<file path="src/rtl/led_pkg.sv">
// Shared definitions for the LED fade/PWM stage: channel count and per-channel state encoding.
package led_pkg;

    localparam int LED_W = 8;

    typedef enum logic [1:0] {
        ST_IDLE    = 2'd0,
        ST_RISING  = 2'd1,
        ST_FULL    = 2'd2,
        ST_FALLING = 2'd3
    } chan_state_e;

endpackage

</file>
<file path="src/rtl/led_fade_chan.sv">
// One LED channel: brightness state machine, saturating level update and registered PWM compare.
//
//   state      | meaning
//   -----------+---------------------------------------------
//   ST_IDLE    | level is 0, channel dark
//   ST_RISING  | pattern bit on, level climbing toward MAX
//   ST_FULL    | level is MAX, channel fully lit
//   ST_FALLING | pattern bit off, level decaying toward 0
module led_fade_chan
    import led_pkg::*;
#(
    parameter int PWM_BITS  = 8,
    parameter int RISE_STEP = 64,
    parameter int FALL_STEP = 8
) (
    input  logic                sys_clk,
    input  logic                sys_rst_n,
    input  logic                fade_en_i,
    input  logic                step_tick_i,
    input  logic                lit_i,
    input  logic [PWM_BITS-1:0] pwm_cnt_i,
    output logic                pwm_o
);

    localparam int XW = PWM_BITS + 1;
    localparam logic [PWM_BITS:0]   MAX_X   = XW'((2 ** PWM_BITS) - 1);
    localparam logic [PWM_BITS:0]   RISE_X  = XW'(RISE_STEP);
    localparam logic [PWM_BITS:0]   FALL_X  = XW'(FALL_STEP);
    localparam logic [PWM_BITS-1:0] LVL_MAX = {PWM_BITS{1'b1}};

    chan_state_e         state_q;
    logic [PWM_BITS-1:0] level_q;
    logic                pwm_q;

    logic [PWM_BITS:0]   sum_x;
    logic [PWM_BITS:0]   diff_x;
    logic [PWM_BITS-1:0] rise_d;
    logic [PWM_BITS-1:0] fall_d;

    // One extra bit of headroom: overflow shows as sum > MAX, underflow as the top bit set.
    always_comb begin
        sum_x  = {1'b0, level_q} + RISE_X;
        diff_x = {1'b0, level_q} - FALL_X;
        rise_d = (sum_x > MAX_X) ? LVL_MAX : sum_x[PWM_BITS-1:0];
        fall_d = diff_x[PWM_BITS] ? '0 : diff_x[PWM_BITS-1:0];
    end

    always_ff @(posedge sys_clk or negedge sys_rst_n) begin
        if (!sys_rst_n) begin
            state_q <= ST_IDLE;
            level_q <= '0;
            pwm_q   <= 1'b0;
        end else begin
            pwm_q <= (pwm_cnt_i < level_q);
            if (!fade_en_i) begin
                level_q <= lit_i ? LVL_MAX : '0;
                state_q <= lit_i ? ST_FULL : ST_IDLE;
            end else if (step_tick_i) begin
                case (state_q)
                    ST_IDLE, ST_RISING, ST_FALLING: begin
                        if (lit_i) begin
                            level_q <= rise_d;
                            state_q <= (rise_d == LVL_MAX) ? ST_FULL : ST_RISING;
                        end else if (state_q != ST_IDLE) begin
                            level_q <= fall_d;
                            state_q <= (fall_d == '0) ? ST_IDLE : ST_FALLING;
                        end
                    end
                    ST_FULL: begin
                        if (!lit_i) begin
                            level_q <= fall_d;
                            state_q <= (fall_d == '0) ? ST_IDLE : ST_FALLING;
                        end
                    end
                    default: begin
                        level_q <= '0;
                        state_q <= ST_IDLE;
                    end
                endcase
            end
        end
    end

    assign pwm_o = pwm_q;

endmodule

</file>
<file path="src/rtl/led_fade_pwm.sv">
// LED fade/PWM stage: registers the pattern, runs the step and PWM counters, and drives
// one fading channel per pattern bit.
module led_fade_pwm
    import led_pkg::*;
#(
    parameter int PWM_BITS    = 8,
    parameter int STEP_CYCLES = 50000,
    parameter int RISE_STEP   = 64,
    parameter int FALL_STEP   = 8
) (
    input  logic             sys_clk,
    input  logic             sys_rst_n,
    input  logic             fade_en,
    input  logic [LED_W-1:0] led_in,
    output logic             step_tick,
    output logic [LED_W-1:0] led_out
);

    localparam int MAX = (2 ** PWM_BITS) - 1;
    localparam int SW  = (STEP_CYCLES > 1) ? $clog2(STEP_CYCLES) : 1;
    localparam logic [SW-1:0]       STEP_LAST = SW'(STEP_CYCLES - 1);
    localparam logic [PWM_BITS-1:0] PWM_LAST  = PWM_BITS'(MAX - 1);

    logic [LED_W-1:0]    led_q;
    logic [SW-1:0]       step_cnt_q;
    logic [PWM_BITS-1:0] pwm_cnt_q;
    logic                tick;

    // The two counters free-run independently; the PWM period is MAX cycles so level MAX is solid on.
    always_ff @(posedge sys_clk or negedge sys_rst_n) begin
        if (!sys_rst_n) begin
            led_q      <= '0;
            step_cnt_q <= '0;
            pwm_cnt_q  <= '0;
        end else begin
            led_q      <= led_in;
            step_cnt_q <= (step_cnt_q == STEP_LAST) ? '0 : step_cnt_q + SW'(1);
            pwm_cnt_q  <= (pwm_cnt_q == PWM_LAST) ? '0 : pwm_cnt_q + PWM_BITS'(1);
        end
    end

    assign tick      = (step_cnt_q == STEP_LAST);
    assign step_tick = tick;

    for (genvar i = 0; i < LED_W; i++) begin : g_chan
        led_fade_chan #(
            .PWM_BITS  (PWM_BITS),
            .RISE_STEP (RISE_STEP),
            .FALL_STEP (FALL_STEP)
        ) u_chan (
            .sys_clk     (sys_clk),
            .sys_rst_n   (sys_rst_n),
            .fade_en_i   (fade_en),
            .step_tick_i (tick),
            .lit_i       (led_q[i]),
            .pwm_cnt_i   (pwm_cnt_q),
            .pwm_o       (led_out[i])
        );
    end

endmodule
</file>
<file path="config.mk">
export PLATFORM = sky130hd
export DESIGN_NAME = led_fade_pwm
export DESIGN_NICKNAME = d
export VERILOG_FILES = /design/src/rtl/led_pkg.sv /design/src/rtl/led_fade_chan.sv /design/src/rtl/led_fade_pwm.sv
export SDC_FILE = /design/constraint.sdc
export NUM_CORES = 1
export LEC_CHECK = 0
export BUFFER_PORTS_ARGS = -buffer_cell sky130_fd_sc_hd__buf_2
export CAP_MARGIN = 20
export CORE_MARGIN = 10
export CORE_UTILIZATION = 55
export DETAILED_ROUTE_END_ITERATION = 7
export GPL_TIMING_DRIVEN = 0
export MAX_ROUTING_LAYER = met4
export PLACE_DENSITY = 0.71
export SETUP_SLACK_MARGIN = 0.05
export SLEW_MARGIN = 20
export SYNTH_ARGS = -nofsm -noshare
export SYNTH_HDL_FRONTEND = slang
export SYNTH_SLANG_ARGS = --single-unit
</file>
<file path="constraint.sdc">
create_clock -name sys_clk -period 7.1 [get_ports sys_clk]
set_input_delay 0.355 -clock sys_clk [delete_from_list [all_inputs] [get_ports sys_clk]]
set_output_delay 0.355 -clock sys_clk [all_outputs]
set_load 0.02 [all_outputs]
</file>
---- After elaboration in Yosys (flattened, before gate mapping) ----
Cells that the tools add are included.
word-level totals
  register bits after elaboration ......... 120
  latch bits .............................. 0
  RAM bits ................................ 0
  memory bits (read-only) ................. 0
  input port bits ......................... 11
  output and inout bits ................... 9
  logic and storage cells ................. 298
  memories ................................ 0
operators by class
  $add $sub $neg .......................... 18
  $mul .................................... 0
  div/mod/pow operators ................... 0
  order comparisons ....................... 16
  equality and inequality tests ........... 51
  shifts and indexed selects .............. 0
  multiplexer cells ....................... 146
  bitwise logic cells ..................... 0
  reduce and logical (&&, ||, !) cells .... 40
operator list
  operator                                                               number
  8-bit two-way mux                                                      65
  2-bit two-way mux                                                      64
  8-bit case mux with 2 select lines                                     8
  8-bit by 7-bit adder with 9-bit output (second input constant)         8
  8-bit == test (second input constant)                                  9
  9-bit by 8-bit > comparator with 1-bit output (second input constant)  8
  8-bit by 4-bit subtractor with 9-bit output (second input constant)    8
  8-bit logical NOT                                                      8
  8-bit less-than comparator                                             8
  2-bit == test (second input constant)                                  16
  4-bit by 3-bit != test with 1-bit output (second input constant)       8
  2-bit case mux with 2 select lines                                     8
  3-bit != test (second input constant)                                  8
  3-bit AND reduction                                                    8
  3-bit OR reduction                                                     8
  16-bit by 1-bit adder with 16-bit output (second input constant)       1
  16-bit == test (second input constant)                                 1
  2-bit by 1-bit == test with 1-bit output (second input constant)       8
  2-bit logical NOT                                                      8
  16-bit two-way mux                                                     1
  2-bit nonzero test                                                     8
  8-bit by 1-bit adder with 8-bit output (second input constant)         1
  2-bit by 1-bit != test with 1-bit output (second input constant)       1

---- Longest topological paths before layout ----
Gate-level depths: netlist of the first run.
  depth in word-level cells ............... 9
  mapped depth ............................ 8
  gate-level depth less buffers ........... 7

---- Hierarchy ----
A second synthesis of the first run with hierarchy kept.
unflattened totals
  cell total of the unflattened synthesis .. 1,057
  area total of the unflattened synthesis .. 9,455.3 um^2
by module, submodules not included
  module                                 times used  cells each  area each (um^2)  sequential area each (um^2)
  led_fade_chan at g_chan[0].u_chan ...  7           120         1,022.2           275.3
  led_fade_pwm                           1           114         1,332.5           800.8
  led_fade_chan at g_chan[5].u_chan      1           103         967.2             275.3

---- Worst setup path before layout of the first run ----
OpenSTA, ideal clock, no wires.
  path type ............................... reg2reg
  start ................................... register step_cnt_q[12]
  end ..................................... register g_chan[6].u_chan.level_q[4]
  setup time .............................. 0.126 ns
  data arrival time ....................... 2.163 ns
  data required time ...................... 6.974 ns
  slack ................................... 4.811 ns
  stages on the path, launching flop included .. 6
  buffers on the path ..................... 1
  clock period less this slack ............ 2.289 ns
  path through ............................ dfrtp_1 or4b_1 or4_4 buf_6 o21a_4 a221o_1
between the ends
  longest elaborated chain between the ends .. 3
ends and longest elaborated chain
  what                                                       line                 source
  from (decl)                                                led_fade_pwm.sv:25   logic [SW-1:0] step_cnt_q;
  from (signal assigned)                                     led_fade_pwm.sv:37   step_cnt_q <= (step_cnt_q == STEP_LAST) ? '0 : step_cnt_q + SW'(1);
  16-bit == test                                             led_fade_pwm.sv:42   assign tick = (step_cnt_q == STEP_LAST);
  2-bit by 1-bit != test with 1-bit output (no source line)  -
  3-bit AND reduction (no source line)                       -
  to (signal assigned)                                       led_fade_chan.sv:62  level_q <= rise_d;
  to (signal assigned)                                       led_fade_chan.sv:65  level_q <= fall_d;
  to (signal assigned)                                       led_fade_chan.sv:71  level_q <= fall_d;
  to (decl)                                                  led_fade_chan.sv:32  logic [PWM_BITS-1:0] level_q;
No other way between the ends.
A chain may end at the register's enable or synchronous reset.

---- Final worst setup path of the first run ----
  start ................................... register step_cnt_q[12]
  end ..................................... output port step_tick
between the ends
  longest elaborated chain between the ends .. 1
ends and longest elaborated chain
  what            line                source
  16-bit == test  led_fade_pwm.sv:42
  to (decl)       led_fade_pwm.sv:15  output logic step_tick,
No other way between the ends.

==> results of run 1 <==
[worst min-delay path by stage]
stage                                       end  slack [ns]  cells past startpoint
floorplan           g_chan[0].u_chan.level_q[0]        0.06                      0
global placement                  step_cnt_q[0]        0.45                      1
detailed placement  g_chan[0].u_chan.level_q[3]        0.35                      1
CTS                                    led_q[4]        0.02                      1
global route                           led_q[4]        0.02                      1
finish                                 led_q[4]        0.03                      1
[Yosys cell counts (all sizes together) (19+ instances only)]
cell and number:
clkbuf 19, o21a 36, o21ai 89, dfrtp 120, xnor2 21, xor2 21, a21oi 50, nor3 27
nand3 23, inv 79, nand2 73, nor2 54, a31oi 21, or3 19, ha 107
[where the power goes]
group	switching (mW)	internal [mW]	total, mW
Combinational	0.232	0.169	0.400
Sequential	0.0607	0.730	0.791
Clock	0.324	0.701	1.02
Total	0.616	1.60	2.22
[stage by stage]
step	hold slack [ns]	cells	area [µm²]	power [mW]	util
after floorplan	0.0594	1013	9030	1.08	-
after global placement	0.449	1248	9400	1.19	0.587
after detailed placement	0.354	1250	9440	1.19	0.590
after CTS	0.0200	1283	10100	2.23	0.634
after global routing	0.0204	1283	10100	2.32	0.634
final	0.0326	1283	10100	2.22	0.634
[metal layers]
| layer | part of all wire | routed length [µm] | GRT usage | vias up |
|---|---|---|---|---|
| li1 | - | - | - | 3837 |
| met1 | 0.46 | 10700 | 0.298 | 3803 |
| met2 | 0.46 | 10700 | 0.331 | 268 |
| met3 | 0.061 | 1410 | 0.0394 | 34 |
| met4 | 0.016 | 367 | 0.0649 | 0 |
| met5 | 0 | 0 | - | - |
[cells by family (layout without fill, tap and decap cells)]
kind of cell,count (synthesis),in the layout
AOI/OAI and AO/OA,328,328
and+or+nand+nor,306,306
DFF,120,120
buffers and inverters,110,164
adders and majority gates,107,107
xor gates and xnor gates,42,42
[sequential cells by signal (all words and copies together), names as in the netlist]
register / flops
g_chan.u_chan.level_q: 64
g_chan.u_chan.pwm_o: 8
g_chan.u_chan.state_q: 16
led_q: 8
pwm_cnt_q: 8
step_cnt_q: 16
[critical path, stage by stage, from the launching register on]
cell	delay [ns]
dfrtp_1	0.42
nor4b_1	0.43
nand4_1	0.45
clkbuf_1	0.46
nor2_1	0.54
buf_2	0.27
[repair_timing]
item                                   4_1_cts  5_1_grt
gates resized for setup                      0        0
hold buffers                                 1        0
endpoints found under the hold margin       52        0
[layout make-up]
type / count / area [µm²]
well taps: 216 / 270
multi-input cells: 783 / 5580
repair buffers: 22 / 144
clock buffers: 19 / 443
clock inverters: 13 / 249
inverters: 79 / 297
flip-flops and latches: 120 / 3000
plain buffers: 31 / 154
fillers: 1400 / 5860
[placed cells by master (no fill, tap or decap), drive strengths merged, types with 6 or more instances in the layout]
| cell type | instances |
|---|---|
| a2111oi | 10 |
| a21boi | 14 |
| a21o | 14 |
| a21oi | 50 |
| a221o | 6 |
| a31o | 9 |
| a31oi | 21 |
| a41oi | 10 |
| and2 | 14 |
| and3 | 10 |
| and4 | 7 |
| buf | 33 |
| bufinv | 7 |
| clkbuf | 38 |
| dfrtp | 120 |
| ha | 107 |
| inv | 79 |
| nand2 | 73 |
| nand2b | 15 |
| nand3 | 23 |
| nand4 | 9 |
| nor2 | 54 |
| nor2b | 14 |
| nor3 | 27 |
| nor3b | 10 |
| nor4b | 11 |
| o211ai | 11 |
| o21a | 36 |
| o21ai | 89 |
| o311ai | 11 |
| o31a | 11 |
| o31ai | 8 |
| or3 | 19 |
| xnor2 | 21 |
| xor2 | 21 |
==> metrics.cfg, run 1 <==
[timing]
period_minus_slack_ns=3.35
skew_ns=0.00596
finalSetupViolations=0
rsz0062_at_grt=no
relSlewSlack=0.426
clock.fmax_ghz=0.298
worst_pin_slew_ns=0.861
tns_ns=0
report.final.slew_viol_count=0
fin_crit_sh=0.472
setup_ws_ns=3.75
hold_viol=0

[synthesis]
synth_edf_count=0
ys_ff_latch=120
yosys.area_share.simple=0.184
synth_area_leader_cell=dfrtp_1
yosysTopAreaCellShare=0.333
synth_cell_type_count=66
synth_mux_area_frac=0
yosys_warnings=0
async_flop_share=1.00
synth.avg_cell_area_um2=8.92
ys.flop_type=dfrtp_1
syn_nets=1131
synthTopCellsByArea=dfrtp_1 (33%), ha_1 (15%), o21ai_0 (4.5%)
synth-compound-area-share=0.245
synth_fa_ha_area_frac=0.148
synth_top_family_by_area=compound AO/OA/AOI/OAI gates
syn-instance-count=1013
synth_xor_area_frac=0.0407
seq_area_frac_synth=0.333
mappedNetlistArea_um2=9030

[floorplan]
rows=46
die_h_um=148
num_io_pins=20
start_util=0.564
die_area_um2=21900
core_um2=16000
die_w_um=148

[clocking]
cts_sinks=120
cts_buffer_depth=2
cts_setup_buffers=0
cts_buffers=17
root_buffer=clkbuf_16
insertion_delay_ns=0.42
clkTransAtPathRegs_ns=0.06
htreeDepth=4
cts_tree=done

[routing]
wire_per_inst_um=18.1
drt-total-wl_um=23200
drt_iter0_markers=568
post-route-drc-count=0
antenna_left=0
first_pass_iters=5
vias_per_cell=6.19
vias=7942

[placement]
gp_congestion=0.938
dp_slack_ns=4.04
port_buffers=19
dp_hpwl_um=15900

[global_route]
grt.total_usage=0.221
grt_first_pass_wirelength_um=38800
overflow=0
grt_pass1_vias=7501
antenna_found_initial=0
grt_max_degree=69

[critical_path]
startpoint_type=register
critPathMaxFanout=10
path_class=reg -> out
r2r_slack_ns=4.00
crit_end=step_tick
reg2reg_to=g_chan[5].u_chan.state_q[0]
startpoint=step_cnt_q[12]
crit_required_ns=6.74
crit_arrival_ns=3.00
reg2reg_from=step_cnt_q[12]
end_kind=output port
worstRegToRegCells=6

[flow_run]
drv_cap=0

[final_layout]
nNetsFinal=1172
syn2layout_area_growth_pct=12.3
antennaDiodeCount=0
drive_gt1_frac=0.0769

[pwr]
p_leak_nw=4.44
power_density_nw_per_um2=218
vdd_drop_max_mv=0.166

[hold_path]
hp-start=led_in[4]
hold_path_class=in -> reg

[run_status]
status=completed

(Power assumes the default switching activity.)
==> run 2, diff against run 1 <==
--- a/config.mk
+++ b/config.mk
@@ -12,7 +12,7 @@
 export DETAILED_ROUTE_END_ITERATION = 7
 export GPL_TIMING_DRIVEN = 0
 export MAX_ROUTING_LAYER = met4
-export PLACE_DENSITY = 0.71
+export PLACE_DENSITY = 0.74
 export SETUP_SLACK_MARGIN = 0.05
 export SLEW_MARGIN = 20
 export SYNTH_ARGS = -nofsm -noshare
==> constraint.sdc (replaced) <==
create_clock -name sys_clk -period 2.9 [get_ports sys_clk]
set_input_delay 0.145 -clock sys_clk [delete_from_list [all_inputs] [get_ports sys_clk]]
set_output_delay 0.145 -clock sys_clk [all_outputs]
set_load 0.02 [all_outputs]
==> run 2 against run 1 <==
  * Clock power rose by 140%
  * Sequential cell count unchanged
  * Worst hold slack better by 0.23 ns
  * First-iteration DRC count up 0.35%
  * Global-route usage grew 0.54 points
  * Die area unchanged
  * Non-clock buffer count grew 15
  * Sequential share of layout area decreased by 0.38 points
  * Clock-buffer cell count unchanged
  * Largest cell class unchanged
  * Largest power group unchanged
  * Highest routed layer unchanged
==> metrics.cfg, run 2 (synthesis gave the netlist of run 1 again) <==
[timing]
hold_viol=0
rsz0062_at_grt=no
clock.fmax_ghz=0.368
finalSetupViolations=0
worst_pin_slew_ns=0.834
report.final.slew_viol_count=0
relSlewSlack=0.440
skew_ns=0.00687
fin_crit_sh=0.937
period_minus_slack_ns=2.72
setup_ws_ns=0.182
fin_hold_ws_ns=0.265

[routing]
vias=8077
post-route-drc-count=0
antenna_left=0
drt-total-wl_um=23600
wire_per_inst_um=18.2
first_pass_iters=5
vias_per_cell=6.22
drt_iter0_markers=570

[clocking]
cts_sinks=120
cts_buffer_depth=2
insertion_delay_ns=0.43
htreeDepth=4
cts_buffers=17
root_buffer=clkbuf_16
clkTransAtPathRegs_ns=0.06
cts_tree=done

[pwr]
power_density_nw_per_um2=528
p_leak_nw=4.49
vdd_drop_max_mv=0.457

[global_route]
grt_max_degree=63
grt_first_pass_wirelength_um=39400
overflow=0
grt_pass1_vias=7875
antenna_found_initial=0
grt.total_usage=0.226

[floorplan]
rows=46
num_io_pins=20
die_w_um=148
start_util=0.564
core_um2=16000
die_area_um2=21900
die_h_um=148

[flow_run]
drv_cap=0

[critical_path]
reg2reg_from=step_cnt_q[12]
crit_required_ns=3.24
r2r_slack_ns=0.18
reg2reg_to=g_chan[2].u_chan.state_q[1]
cpPeakStageDelay_ns=0.55
worstRegToRegCells=7
path_class=reg -> reg
path_buf_inv=2
critPathMaxFanout=10
end_kind=register
crit_arrival_ns=3.06
crit_slowest_cell=nor3_2
critPathTopFamily=simple AND/OR/NAND/NOR gates
path_cells=nor4b_1 -> nand4_1 -> buf_4 -> clkbuf_2 -> nor3_2 -> nand2_1 -> o221ai_1
startpoint_type=register

[final_layout]
final_core_util=0.642
nNetsFinal=1187
layout_common_cells=dfrtp_1 (120), ha_1 (107), o21ai_0 (81)
largest-register=g_chan.u_chan.level_q
final_common_cell=dfrtp_1
largest_registers=g_chan.u_chan.level_q x64, g_chan.u_chan.state_q x16, step_cnt_q x16
drive_gt1_frac=0.0841
syn2layout_area_growth_pct=13.8
largest_reg_flops=64
antennaDiodeCount=0

[hold_path]
hold_path_class=in -> async

[placement]
dp_slack_ns=-0.209
dp_hpwl_um=16200
gp_congestion=0.958
port_buffers=19

[run_status]
status=completed

==> run 2: area by class of cell <==
cell class                      instances  area [µm²]
Buffer                                 31         155
Clock buffer                           19         433
Clock inverter                         13         250
Fill cell                            1391        5720
Inverter                               79         297
Multi-Input combinational cell        783        5590
Sequential cell                       120        3000
Tap cell                              216         270
Timing Repair Buffer                   37         277
==> run 2: through the flow <==
stage	cell area, µm²	power (mW)	TNS (ns)	std cells
after floorplan	9030	2.65	0	1013
after global placement	9400	2.90	-6.22	1248
after global routing	10300	5.67	0	1298
after detailed placement	9440	2.93	-1.13	1250
after CTS	10200	5.43	0	1293
final	10300	5.42	0	1298
==> run 2: how the worst max path moves through the flow <==
| stage | cells after the start | end | from | slack, ns |
|---|---|---|---|---|
| 2_1_floorplan | 5 | g_chan[6].u_chan.level_q[4] | step_cnt_q[12] | 0.61 |
| 3_3_place_gp | 6 | g_chan[3].u_chan.state_q[1] | step_cnt_q[0] | -0.58 |
| 3_5_place_dp | 6 | g_chan[5].u_chan.state_q[1] | step_cnt_q[12] | -0.21 |
| 4_1_cts | 6 | g_chan[3].u_chan.level_q[2] | step_cnt_q[0] | 0.07 |
| 5_1_grt | 6 | step_tick | step_cnt_q[12] | 0.1 |
| 6_report | 7 | g_chan[2].u_chan.state_q[1] | step_cnt_q[12] | 0.18 |
==> run 2: report_power, final <==
part | switching, mW | internal, mW | total, mW | leakage [nW]
Clock | 0.801 | 1.69 | 2.49 | 0.319
Combinational | 0.574 | 0.421 | 0.995 | 2.71
Sequential | 0.147 | 1.79 | 1.94 | 1.47
==> run 2: per-layer routing <==
metal / track usage / share of wire / vias up / wire (µm)
met1: 0.285 / 0.44 / 3889 / 10500
met2: 0.352 / 0.46 / 271 / 10900
li1: - / - / 3863 / -
met5: - / 0 / - / 0
met3: 0.0419 / 0.072 / 54 / 1710
met4: 0.0912 / 0.025 / 0 / 594
==> run 2: what timing repair did <==
| action | 4_1_cts | 5_1_grt |
|---|---|---|
| setup endpoints to repair | 19 | 8 |
| endpoints found under the hold margin | 66 | 0 |
| pin swaps | 1 | 2 |
| buffers inserted | 2 | 5 |
| hold buffers | 9 | 0 |
| gates resized for setup | 3 | 0 |
==> run 3, diff against run 2 <==
--- a/config.mk
+++ b/config.mk
@@ -7,6 +7,7 @@
 export LEC_CHECK = 0
 export BUFFER_PORTS_ARGS = -buffer_cell sky130_fd_sc_hd__buf_2
 export CAP_MARGIN = 20
+export CORE_ASPECT_RATIO = 1.1
 export CORE_MARGIN = 10
 export CORE_UTILIZATION = 55
 export DETAILED_ROUTE_END_ITERATION = 7
==> run 3 against run 2 <==
  * Global-route usage decreased by 0.41 points
  * Sequential share of layout area about the same
  * Clock-buffer cell count decreased by 2
  * Clock skew increased by 0.0023 ns
  * Routed wire length decreased by 0.80%
  * Worst setup slack improved by 0.050 ns
  * Utilization decreased by 1.0 points
  * Sequential power about the same
  * Critical path depth decreased by 1
  * Final area decreased by 0.11%
  * Cell count decreased by 1.1%
  * Critical path type unchanged
  * Critical endpoint is now g_chan[3].u_chan.state_q[1]
  * Largest power group unchanged
  * Highest routed layer unchanged
==> metrics.cfg, run 3 (synthesis gave the netlist of run 1 again) <==
[placement]
gp_congestion=0.949
dp.cells=1238
dp_hpwl_um=16100
port_buffers=19
dp_slack_ns=-0.148

[critical_path]
crit_slowest_cell=or3_1
crit_required_ns=3.19
end_kind=register
path_class=reg -> reg
cpPeakStageDelay_ns=0.54
critPathMaxFanout=10
path_cells=ha_1 -> and4b_1 -> nand4_1 -> or3_1 -> clkbuf_1 -> o311ai_0
worstRegToRegCells=6
startpoint_type=register
crit_arrival_ns=2.96

[timing]
setup_ws_ns=0.231
fin_hold_ws_ns=0.244
report.final.slew_viol_count=0
clock.fmax_ghz=0.375
rsz0062_at_grt=no
hold_viol=0
finalSetupViolations=0
period_minus_slack_ns=2.67
worst_pin_slew_ns=0.801
fin_crit_sh=0.920
skew_ns=0.00914
relSlewSlack=0.462

[clocking]
clkTransAtPathRegs_ns=0.06
cts_tree=done
insertion_delay_ns=0.43
cts_buffers=17
root_buffer=clkbuf_16
htreeDepth=4
cts_sinks=120
cts_buffer_depth=2

[final_layout]
largest_reg_flops=64
syn2layout_area_growth_pct=13.7
layout_common_cells=dfrtp_1 (120), ha_1 (107), o21ai_0 (81)
antennaDiodeCount=0
largest_registers=g_chan.u_chan.level_q x64, g_chan.u_chan.state_q x16, step_cnt_q x16
finalNonFillerCells=1284
nNetsFinal=1185
final_core_util=0.632
largest-register=g_chan.u_chan.level_q
final_common_cell=dfrtp_1
drive_gt1_frac=0.0852

[global_route]
grt_max_degree=64
grt_pass1_vias=7800
grt.total_usage=0.222
grt_first_pass_wirelength_um=39100
overflow=0
antenna_found_initial=0

[floorplan]
start_util=0.556
die_w_um=142
die_h_um=154
die_area_um2=22000
rows=49
core_um2=16200
num_io_pins=20

[hold_path]
hold_path_class=in -> async

[pwr]
p_leak_nw=4.50
vdd_drop_max_mv=0.396
power_density_nw_per_um2=523

[routing]
drt-total-wl_um=23500
post-route-drc-count=0
vias_per_cell=6.25
drt_iter0_markers=550
wire_per_inst_um=18.3
antenna_left=0
vias=8022
first_pass_iters=6

[flow_run]
drv_cap=0

[run_status]
status=completed

==> run 3: timing repair <==
action | CTS | global route
endpoints found under the hold margin | 65 | 0
resized for setup | 2 | 8
endpoints found under the setup margin | 14 | 38
pin swaps | 0 | 2
buffers inserted | 0 | 5
hold buffers | 9 | 0
==> run 3: per-layer routing <==
| metal | global-route usage | vias to the layer above | part of all wire |
|---|---|---|---|
| met5 | - | - | 0 |
| met4 | 0.0765 | 0 | 0.022 |
| met3 | 0.0352 | 51 | 0.049 |
| met2 | 0.349 | 254 | 0.48 |
| met1 | 0.284 | 3859 | 0.45 |
| li1 | - | 3858 | - |
==> run 3: power breakdown <==
part           internal (mW)  switching, mW
sequential              1.79          0.150
clock                   1.61          0.823
combinational          0.421          0.573
total                   3.82           1.55
==> run 3: per-stage QoR <==
stage                     total power [mW]  setup TNS, ns  area (µm²)
final                                 5.37              0       10300
after global routing                  5.63              0       10300
after detailed placement              2.92         -0.351        9430
after CTS                             5.37         -0.466       10200
after floorplan                       2.65              0        9030
after global placement                2.91          -3.86        9380
==> run 3: path summary, 6_finish.rpt <==
path / to / from / slack (ns)
hold / removal: g_chan[0].u_chan.level_q[7] / sys_rst_n / 0.24
hold reg to reg: step_cnt_q[0] / step_cnt_q[0] / 0.47
max in group asynchronous: g_chan[5].u_chan.state_q[0] / sys_rst_n / 1.95
setup reg to reg: g_chan[3].u_chan.state_q[1] / step_cnt_q[0] / 0.23
min in group sys_clk: led_q[0] / led_in[0] / 0.35
setup / recovery: g_chan[3].u_chan.state_q[1] / step_cnt_q[0] / 0.23
==> run 3: area by class of cell <==
class                           count  area, µm²
Buffer                             31        155
Clock buffer                       17        425
Clock inverter                     15        250
Fill cell                        1354       5980
Inverter                           79        297
Multi-Input combinational cell    783       5620
Sequential cell                   120       3000
Tap cell                          204        255
Timing Repair Buffer               35        264
==> run 3: critical path, delay by kind of cell (launching register included) <==
kind / cells / cell delay [ns]
AOI/OAI and AO/OA: 1 / 0.40
buffers and inverters: 1 / 0.23
DFF: 1 / 0.37
and+or+nand+nor: 3 / 1.29
adders and majority gates: 1 / 0.24
